## src/rtl/inst_loader_pkg.sv

```systemverilog
// Shared types and constants for the serial instruction-memory loader.
package inst_loader_pkg;

    typedef enum logic [2:0] {
        IDLE  = 3'd0,
        LEN0  = 3'd1,
        LEN1  = 3'd2,
        DATA  = 3'd3,
        WRITE = 3'd4,
        CSUM  = 3'd5,
        DONE  = 3'd6,
        ERR   = 3'd7
    } state_t;

    localparam int HDR_BYTES = 2;

endpackage

```

## src/rtl/inst_loader.sv

```systemverilog
// Serial instruction-memory loader: parses a length-prefixed, XOR-checksummed byte
// frame, writes little-endian words from address 0, and releases core reset on success.
module inst_loader
    import inst_loader_pkg::*;
#(
    parameter int DEPTH = 64,
    parameter int AW    = 32
) (
    input  logic          iClk,
    input  logic          iRst_n,
    input  logic          iStart,
    input  logic [7:0]    iRxData,
    input  logic          iRxValid,
    output logic          oRxReady,
    output logic          oWrEn,
    output logic [AW-1:0] oWrAddr,
    output logic [31:0]   oWrData,
    output logic          oBusy,
    output logic          oDone,
    output logic          oErr,
    output logic          oCoreRst_n,
    output state_t        oState
);

    // Byte handshake: a byte moves only on a cycle where iRxValid and oRxReady are
    // both high; oRxReady is decoded from state alone, so it never depends on iRxValid.

    state_t      state, state_d;
    logic [15:0] n;
    logic [15:0] k;
    logic [1:0]  idx;
    logic [7:0]  xsum;
    logic [31:0] shreg;
    logic        accept;
    logic        start_ok;
    logic        last_word;
    logic [15:0] len_full;

    assign oRxReady   = (state == LEN0) || (state == LEN1) || (state == DATA) || (state == CSUM);
    assign accept     = iRxValid && oRxReady;
    assign start_ok   = iStart && ((state == IDLE) || (state == DONE) || (state == ERR));
    assign last_word  = ((k + 16'd1) == n);
    assign len_full   = {iRxData, n[7:0]};

    assign oWrEn      = (state == WRITE);
    assign oWrAddr    = AW'({k, 2'b00});
    assign oWrData    = shreg;
    assign oBusy      = !((state == IDLE) || (state == DONE) || (state == ERR));
    assign oDone      = (state == DONE);
    assign oErr       = (state == ERR);
    assign oCoreRst_n = (state == DONE);
    assign oState     = state;

    always_comb begin
        state_d = state;
        case (state)
            IDLE:  if (iStart) state_d = LEN0;
            LEN0:  if (accept) state_d = LEN1;
            LEN1: begin
                if (accept) begin
                    if (32'(len_full) > 32'(DEPTH)) state_d = ERR;
                    else if (len_full == 16'd0)     state_d = CSUM;
                    else                            state_d = DATA;
                end
            end
            DATA:  if (accept && (idx == 2'd3)) state_d = WRITE;
            WRITE: state_d = last_word ? CSUM : DATA;
            CSUM:  if (accept) state_d = (iRxData == xsum) ? DONE : ERR;
            DONE:  if (iStart) state_d = LEN0;
            ERR:   if (iStart) state_d = LEN0;
            default: state_d = IDLE;
        endcase
    end

    always_ff @(posedge iClk) begin
        if (!iRst_n) begin
            state <= IDLE;
            n     <= '0;
            k     <= '0;
            idx   <= '0;
            xsum  <= '0;
            shreg <= '0;
        end else begin
            state <= state_d;
            if (start_ok) begin
                k    <= '0;
                idx  <= '0;
                xsum <= '0;
            end
            if (accept) begin
                case (state)
                    LEN0: begin
                        n[7:0] <= iRxData;
                        xsum   <= xsum ^ iRxData;
                    end
                    LEN1: begin
                        n[15:8] <= iRxData;
                        xsum    <= xsum ^ iRxData;
                    end
                    DATA: begin
                        // Shift right so the first (least significant) byte lands in [7:0].
                        shreg <= {iRxData, shreg[31:8]};
                        idx   <= idx + 2'd1;
                        xsum  <= xsum ^ iRxData;
                    end
                    default: ;
                endcase
            end
            if (state == WRITE) begin
                k   <= k + 16'd1;
                idx <= '0;
            end
        end
    end

endmodule

```

## config.mk

```make
export PLATFORM = sky130hd
export DESIGN_NAME = inst_loader
export DESIGN_NICKNAME = d
export VERILOG_FILES = /design/src/rtl/inst_loader_pkg.sv /design/src/rtl/inst_loader.sv
export SDC_FILE = /design/constraint.sdc
export NUM_CORES = 1
export LEC_CHECK = 0
export BUFFER_PORTS_ARGS = -buffer_cell sky130_fd_sc_hd__clkbuf_2
export CAP_MARGIN = 20
export CORE_MARGIN = 2
export CORE_UTILIZATION = 40
export DETAILED_ROUTE_END_ITERATION = 12
export PLACE_DENSITY = 0.67
export SLEW_MARGIN = 25
export SYNTH_ARGS = -nofsm -noshare
export SYNTH_HDL_FRONTEND = slang
export SYNTH_SLANG_ARGS = --single-unit
```

## constraint.sdc

```tcl
create_clock -name iClk -period 6.8 [get_ports iClk]
set_input_delay 1.36 -clock iClk [delete_from_list [all_inputs] [get_ports iClk]]
set_output_delay 1.36 -clock iClk [all_outputs]
set_load 0.02 [all_outputs]
```

==> impl_results.md, run 1 <==
* Die Area at 11300 um2
* Routed length on met1 at 4658 um
* Worst path cell trace: nor2_1, nand2_1, inv_1, clkbuf_2
* Nets at 583
* Synth Area in Adders at 0.5979%
* Fillers at approximately 1.0k
* Required @ worst endpoint at about 5400 ps
* Skew final at 14.66 ps
* CTS clock-pin slew for the worst setup and hold paths at 90 ps
* Mapped Area at 4185 um2
* Avg WL per Cell at around 14 um
* Status: finished, final reports clean
* Final Hold Fails at 0
* Final Cycle Share at roughly 55%
* # DRC at 0
* Syn. warnings at 0
* Setup Fix Bufs, Post-CTS at 0
* P_sw at 0.4816 mW
* Metal3 WL at approximately 530 um
* Total number of vias at around 3.7k
* Multiplexer share of the synthesized area at 1.913%
* CP max stage cell: nand2_1
* Root buffer cell: clkbuf_8
* Tot GR Track Use at between 15 and 20%
* I/O pins at 85
* Sequential area share after synthesis at 36.83%
* Pre-antenna DRT Iters at 4
* Leakage at about 1.8 nW
* FMAX at between 0.2 and 0.3 GHz
* Vias/cell at about 5.2
* Max Used Layer: met4
* H-Tree Depth at 3
* PD cells at 267.0 nW/um2
* Antenna violation net count after detailed routing at 0
* P&R area growth vs syn at 11.00%
* CTS Buf Count at 9
* XOR/XNOR Fraction of Synth Area at ~5.8%
* DIE HEIGHT at 106.3 um
* Switching part of the total at about 39%
* Crit path largest cell delay at between 600 and 700 ps
* Die Wd at between 100 and 150 um
* Area leader, netlist: dfxtp_1
* Diode count at 0
* TritonCTS clock tree: built
* Yosys reg bits at 77
* Met2 wire len at 4543 um
* Largest cells by area after synthesis: dfxtp_1, nand2_1, a21boi_0
* Final setup fails at 0
* Internal power at about 0.76 mW
* Synth Area in Simple Gates at between 20 and 30%
* Largest net degree at the start of global routing at 77
* First-pass GRT wire length at roughly 16000 um
* CP Data Arrival Time at approximately 2400 ps
* DRT iter0 DRCs at between 200 and 250
* Clock network power share at 26.8%
* Number of global-route vias before repair at 3267
* Clock sink total at 77
* Number of gates resized after cts at 0
* Buffer and inverter count on the worst path at 2
* Clock Path Buffers at 2
* Worst setup EP type: primary output
* HP Class: register to register
* Predominant post-synthesis flop cell: dfxtp_1
* VDD IR max at 113.6 uV
* Core box area at roughly 10000 um2
* Cells after Synth at roughly 520
* Setup crit start kind: register
* HPWL Detailed at slightly below 7000 um
* Synth cell types at between 50 and 60
* Placed insts at 694
* Clk Latency, worst-skew pair at 360 ps
* Seq pwr share at between 40 and 50%
* Post-synthesis async set-or-reset flop share at 0%
* Final WL at roughly 10000 um
* Global route overflow at 0
* Initial antenna violation count at 0
* Setup TNS at 0 ps
* Crit-path max FO at 25
* Routability cong. at approximately 0.84
* Post-synth EDFFs at 0
* Final Critical Period at between 3000 and 4000 ps
* MaxCap Viol Count at 0
* Area of the multi-input gates at about 2400 um2
* Post-Layout Cell Count at 710
* Critical path class: register to primary output
* Max_slew headroom at a little over two fifths
* Hold-fix buffers at CTS at 0
* Initial Util at between 40% and 50%
* Synth top area share at between 30 and 40%
* Unrepaired setup endpoints after global routing: no
* Slew Limit Fails at 0
* Logic pwr share at 29.5%
* Site row count at 37
* Top delay family on crit path: simple AND/OR/NAND/NOR gates
* Share of cells above drive strength 1 at 16.72%
* I/O Buffers at 68
* Slew @ Worst Pin at 863.9 ps
* Largest family of logic cells by synthesized area: simple AND/OR/NAND/NOR gates
* FF/Latch Area at 1541 um2
* Final Util at 45.41%
* Synth Area in Compound Gates at between 20% and 30%
* Syn_area_per_cell at around 8.0 um2
==> power by group through the flow <==
stage	registers, mW	logic [mW]	clock network (mW)
after floorplan	0.542	0.281	0
after global placement	0.547	0.358	0
after detailed placement	0.551	0.363	0
after CTS	0.541	0.365	0.339
after global routing	0.550	0.405	0.359
final	0.541	0.367	0.333
==> worst min-delay path, delay by kind of cell (launching register included) <==
kind            cells  cell delay [ps]
compound gates      1               60
flops               1              320
simple gates        1               50
==> registers in the layout (all words and copies together) (netlist names) <==
register and count:
idx 2, k 16, n 16, oState 3, oWrData 32, xsum 8
==> cell families (layout without fill, tap and decap cells) <==
family	count (synthesis)	after routing
buffers and inverters	59	95
AOI/OAI and AO/OA	128	128
xor gates and xnor gates	26	26
DFF	77	77
and+or+nand+nor	222	222
muxes	8	8
other	1	16
adders and majority gates	2	2
==> metal layers <==
metal / track usage [%] / vias up
met1: 24.21 / 1744
li1: - / 1869
met4: 6.485 / 0
met3: 3.066 / 11
met5: 0 / -
met2: 27.29 / 101
==> synthesized netlist by cell type, types with 8 or more instances <==
cell,instances
a21oi_1,19
xor2_1,13
xnor2_1,12
nor2_1,32
nand2b_1,9
o21ai_0,28
a21boi_0,49
inv_1,8
nand2_1,103
nor3_1,11
nor2b_1,22
dfxtp_1,77
buf_4,19
mux2i_1,8
clkbuf_1,23
nand3_1,11
==> cell usage in the layout (no fill, tap or decap), drive strengths merged, types with 13 or more instances in the layout <==
cell | netlist | layout
nand2 | 103 | 103
dfxtp | 77 | 77
clkbuf | 23 | 77
a21boi | 49 | 49
nor2 | 32 | 32
o21ai | 29 | 29
nor2b | 22 | 22
a21oi | 19 | 19
conb | 1 | 16
xor2 | 13 | 13
==> area by class of cell <==
type                    instances  share of cell area [%]
multi-input cells             402                   50.66
flip-flops and latches         77                   33.18
repair buffers                 71                   7.810
well taps                     136                   3.663
clock buffers                   9                   2.666
clock inverters                 7                   1.374
inverters                       8                  0.6464
==> stage by stage <==
step / total power, mW / worst slack (ps) / cell area [um2] / hold WS, ps
CTS: 1.244 / 3068 / 4646 / 474.3
floorplan: 0.8231 / 4216 / 4242 / 448.6
global route: 1.314 / 2825 / 4646 / 511.3
global placement: 0.9052 / 3560 / 4457 / 451.5
finish: 1.240 / 3032 / 4646 / 470.5
detailed placement: 0.9139 / 3443 / 4458 / 460.9
==> final timing paths <==
path,start,cells after the start,end,slack (ps)
max reg2reg,k[0]$_SDFFE_PN0P_,7,oState[2]$_SDFFE_PN0P_,3990
min reg2reg,oWrData[0]$_SDFFE_PN0P_,2,oWrData[0]$_SDFFE_PN0P_,470
min,oWrData[0]$_SDFFE_PN0P_,2,oWrData[0]$_SDFFE_PN0P_,470
max,oState[1]$_SDFFE_PN0P_,4,oWrEn,3030
(Power assumes the default switching activity.)
==> inputs of run 2 (changes only) <==
Clock period 6.8 ns to 3.6 ns, I/O delays scaled along.
==> run 2 against run 1 <==
Routed wire length increased by 1.2%. Critical path depth increased by 1. Global-route usage is 0.20 points higher. Sequential share of layout area is 0.15 points lower. Clock power is 100% higher. Final cell count increased by 0.14%. Final area is 0.46% higher. Via count is 0.99% lower. Worst hold slack lost 6.0 ps. Highest routed layer unchanged.
==> impl_results.md, run 2 (synthesized netlist as in run 1, its figures left out) <==
* Status: finished, final reports clean
* Antenna violation net count after detailed routing at 0 (unchanged)
* Required @ worst endpoint at 2880 ps (-2560 ps)
* Total number of vias at 3688 (-0.99%)
* Most common cell after layout, fill and taps aside: nand2_1
* Slew @ Worst Pin at 919.4 ps (+55.55 ps)
* Fillers at 1044 (+1.5%)
* Final Hold Fails at 0 (unchanged)
* Routability cong. at 0.8887 (+5.6%)
* Worst setup EP type: primary output
* Die Wd at 106.3 um (unchanged)
* Setup TNS at 0 ps (unchanged)
* Root buffer cell: clkbuf_8
* MaxCap Viol Count at 0 (unchanged)
* Setup Fix Bufs, Post-CTS at 0 (unchanged)
* Nets at 584 (+0.17%)
* Post-Layout Cell Count at 711 (+0.14%)
* Final instance area at 4667 um2 (+0.46%)
* Slew Limit Fails at 0 (unchanged)
* Site row count at 37 (unchanged)
* Initial antenna violation count at 0 (unchanged)
* Vias/cell at 5.187 (-1.1%)
* Max FFs per register at 32 (unchanged)
* Clk Latency, worst-skew pair at 350 ps (about the same)
* Global route overflow at 0 (unchanged)
* Initial Util at 40.91% (unchanged)
* Crit-path max FO at 25 (unchanged)
* Die Area at 11300 um2 (unchanged)
* Final Critical Period at between 2000 and 3000 ps
* HP Class: register to register
* Avg WL per Cell at 14.05 um (+1.0%)
* Largest net degree at the start of global routing at 51 (-34%)
* CP Data Arrival Time at 2060 ps (-350 ps)
* Final setup fails at 0 (unchanged)
* Core box area at 10230 um2 (unchanged)
* # DRC at 0 (unchanged)
* CP max stage cell: dfxtp_1
* Number of global-route vias before repair at 3327 (+1.8%)
* Setup crit start kind: register
* Pre-antenna DRT Iters at 5 (+1)
* DRT iter0 DRCs at 241 (+14%)
* Clock sink total at 77 (unchanged)
* VDD IR max at 244.4 uV (+120%)
* Diode count at 0 (unchanged)
* Final Hold Slack at 464.5 ps (-6.017 ps)
* H-Tree Depth at 3 (unchanged)
* CTS clock-pin slew for the worst setup and hold paths at 90 ps (about the same)
* Hold-fix buffers at CTS at 0 (unchanged)
* FMAX at 0.3597 GHz
* Unrepaired setup endpoints after global routing: no
* Share of cells above drive strength 1 at 16.70% (-0.029 points)
* PD cells at 512.1 nW/um2 (+92%)
* Most frequent cells in the layout: nand2_1, dfxtp_1, clkbuf_2
* Tot GR Track Use at 17.71% (+0.20 points)
* Critical path class: register to primary output
* CTS Buf Count at 9 (unchanged)
* Placed insts at 695 (+0.14%)
* HPWL Detailed at 6989 um (+1.6%)
* Leakage at 1.798 nW (+1.2%)
* Crit path largest cell delay at 470 ps (-150 ps)
* TritonCTS clock tree: built
* First-pass GRT wire length at 16260 um (+1.2%)
* Final WL at 9986 um (+1.2%)
* Skew final at 11.09 ps (-3.564 ps)
* DIE HEIGHT at 106.3 um (unchanged)
* Final Cycle Share at a little under 80%
* I/O pins at 85 (unchanged)
* Placed Area at 4464 um2 (+0.14%)
* Clock Path Buffers at 2 (unchanged)
* Worst path cell trace: nor2_1, nand2_1, buf_4, inv_1, clkbuf_2
* I/O Buffers at 68 (unchanged)
* Number of gates resized after cts at 0 (unchanged)
* P&R area growth vs syn at 11.51%
* Max_slew headroom at 38.48% (-3.7 points)
[run 2: area by class of cell]
type                            count  area [um2]  area share (%)
Timing Repair Buffer               72       370.4           7.936
Clock buffer                        9       123.9           2.654
Multi-Input combinational cell    402        2352           50.40
Tap cell                          136       170.2           3.646
Clock inverter                      7       78.83           1.689
Sequential cell                    77        1541           33.03
Inverter                            8       30.03          0.6434
[run 2: critical path: cells and delay by family, from the launching register on]
family | cells | cell delay, ps
buffers and inverters | 3 | 800
flip-flops | 1 | 470
AND/OR/NAND/NOR | 2 | 430
[run 2: stage by stage]
step | power, mW | util (%) | setup slack, ps
2_1_floorplan | 1.555 | - | 1205
3_3_place_gp | 1.711 | 43.63 | 1112
3_5_place_dp | 1.725 | 43.63 | 1007
4_1_cts | 2.404 | 45.62 | 850.6
5_1_grt | 2.540 | 45.62 | 644.0
6_report | 2.390 | 45.62 | 819.8
[run 2: layer usage]
layer	track usage, %	vias up	wire length, um
met2	28.11	109	4667
met5	0	-	0
li1	-	1856	-
met4	5.921	0	105
met3	3.188	9	517
met1	24.25	1714	4696
[run 2: worst paths after layout]
kind	start	to	slack, ps	depth (start not counted)
setup / recovery	oState[1]$_SDFFE_PN0P_	oWrEn	820	5
hold / removal	oWrData[3]$_SDFFE_PN0P_	oWrData[3]$_SDFFE_PN0P_	460	2
setup reg to reg	k[0]$_SDFFE_PN0P_	oState[2]$_SDFFE_PN0P_	940	7
hold reg to reg	oWrData[3]$_SDFFE_PN0P_	oWrData[3]$_SDFFE_PN0P_	460	2
[run 2: power breakdown]
part | internal (mW) | switching, mW | leakage [nW]
combinational | 0.248 | 0.442 | 1.07
sequential | 0.919 | 0.105 | 0.623
clock | 0.330 | 0.346 | 0.105
==> inputs of run 3 (changes only) <==
Clock period 3.6 ns to 2.7 ns, I/O delays scaled along.
==> run 3 against run 2 <==
Critical path type unchanged. Total power grew 37%. First-iteration DRC count grew 26%. Clock-buffer cell count is the same. Largest cell class unchanged. Via count grew 3.6%. Global-route usage grew 0.45 points. Clock skew shrank 5.7 ps. Routed wire length grew 1.2%. Die area is the same. Critical path depth shrank 1.
==> impl_results.md, run 3 (synthesized netlist as in run 1, its figures left out) <==
* Total number of vias at 3821 (+3.6%)
* Max FFs per register at 32 (unchanged)
* Hold-fix buffers at CTS at 0 (unchanged)
* Worst setup EP type: primary output
* Slew @ Worst Pin at 854.3 ps (-65.11 ps)
* HPWL Detailed at 7157 um (+2.4%)
* # DRC at 0 (unchanged)
* Overall power at 3.272 mW (+37%)
* Final Hold Slack at 468.5 ps (+3.944 ps)
* Clock Path Buffers at 2 (unchanged)
* Setup crit start kind: register
* Setup TNS at 0 ps (unchanged)
* Final WS setup at 212.0 ps (-607.8 ps)
* Number of global-route vias before repair at 3385 (+1.7%)
* DRT iter0 DRCs at 304 (+26%)
* Clock sink total at 77 (unchanged)
* VDD IR max at 239.7 uV (-1.9%)
* Initial antenna violation count at 0 (unchanged)
* P&R area growth vs syn at 13.30%
* Vias/cell at 5.300 (+2.2%)
* Most frequent cells in the layout: nand2_1, dfxtp_1, clkbuf_2
* I/O pins at 85 (unchanged)
* Slew Limit Fails at 0 (unchanged)
* Final WL at 10100 um (+1.2%)
* CTS clock-pin slew for the worst setup and hold paths at 90 ps (about the same)
* Crit-path max FO at 17 (-32%)
* FMAX at 0.4019 GHz
* Dpl ws at 327.4 ps (-679.4 ps)
* Antenna violation net count after detailed routing at 0 (unchanged)
* CP Data Arrival Time at 1950 ps (-110 ps)
* Share of cells above drive strength 1 at 18.12% (+1.4 points)
* Die Area at 11300 um2 (unchanged)
* Clk Latency, worst-skew pair at 360 ps (about the same)
* TritonCTS clock tree: built
* Max_slew headroom at 43.05% (+4.6 points)
* Core box area at 10230 um2 (unchanged)
* Nets at 594 (+1.7%)
* Final Hold Fails at 0 (unchanged)
* Tot GR Track Use at 18.16% (+0.45 points)
* CTS Buf Count at 9 (unchanged)
* Routability cong. at 0.9045 (+1.8%)
* PD cells at 690.0 nW/um2 (+35%)
* Largest net degree at the start of global routing at 54 (+5.9%)
* Global route overflow at 0 (unchanged)
* Number of gates resized after cts at 0 (unchanged)
* I/O Buffers at 68 (unchanged)
* Unrepaired setup endpoints after global routing: no
* Leakage at 1.848 nW (+2.8%)
* Critical path class: register to primary output
* H-Tree Depth at 3 (unchanged)
* MaxCap Viol Count at 0 (unchanged)
* Skew final at 5.350 ps (-5.742 ps)
* DIE HEIGHT at 106.3 um (unchanged)
* Final Critical Period at between 2000 and 2500 ps
* Final setup fails at 0 (unchanged)
* Diode count at 0 (unchanged)
* Final Cycle Share at between 90% and 100%
* Initial Util at 40.91% (unchanged)
* HP Class: register to register
* Avg WL per Cell at 14.01 um (-0.23%)
* Setup Fix Bufs, Post-CTS at 0 (unchanged)
* Die Wd at 106.3 um (unchanged)
* Site row count at 37 (unchanged)
* Root buffer cell: clkbuf_8
* First-pass GRT wire length at 16690 um (+2.7%)
* Required @ worst endpoint at 2160 ps (-720 ps)
* Status: finished, final reports clean
* Most common cell after layout, fill and taps aside: nand2_1
* Pre-antenna DRT Iters at 5 (unchanged)
[run 3: final timing paths]
path,startpoint,end,slack [ps],depth (start not counted)
worst max-delay path,oState[1]$_SDFFE_PN0P_,oWrEn,210,4
worst min register to register,oWrData[6]$_SDFFE_PN0P_,oWrData[6]$_SDFFE_PN0P_,470,2
worst min-delay path,oWrData[6]$_SDFFE_PN0P_,oWrData[6]$_SDFFE_PN0P_,470,2
worst max register to register,k[0]$_SDFFE_PN0P_,oState[2]$_SDFFE_PN0P_,260,7
[run 3: metal layers]
metal / track usage (%) / wire length [um] / vias up
li1: - / - / 1882
met1: 24.48 / 4680 / 1803
met2: 28.48 / 4708 / 122
met3: 4.353 / 552 / 14
met4: 6.109 / 161 / 0
met5: 0 / 0 / -
[run 3: per-stage QoR]
step           utilization [%]  cell area, um2  std cells
5_1_grt                  46.35            4742        721
6_report                 46.35            4742        721
3_5_place_dp             44.37            4539        705
4_1_cts                  46.35            4742        721
2_1_floorplan                -            4242        538
3_3_place_gp             44.37            4539        705
[run 3: power by group]
group / total, mW / switching [mW] / internal [mW]
Clock: 0.920 / 0.478 / 0.442
Combinational: 1.02 / 0.649 / 0.370
Sequential: 1.33 / 0.108 / 1.22
[run 3: cell type report]
class                      count  area, um2
clock buffer                   9      123.9
clock inverter                 7      78.83
fill                        1001       5489
inverter                       8      30.03
multi-input combinational    402       2352
sequential                    77       1541
tap                          136      170.2
timing repair buffer          82      445.4
[run 3: worst max-delay path: stages (launching register included)]
cell and delay (ps):
dfxtp_1 470, nor2_1 360, nand2_1 400, inv_1 180, clkbuf_2 180
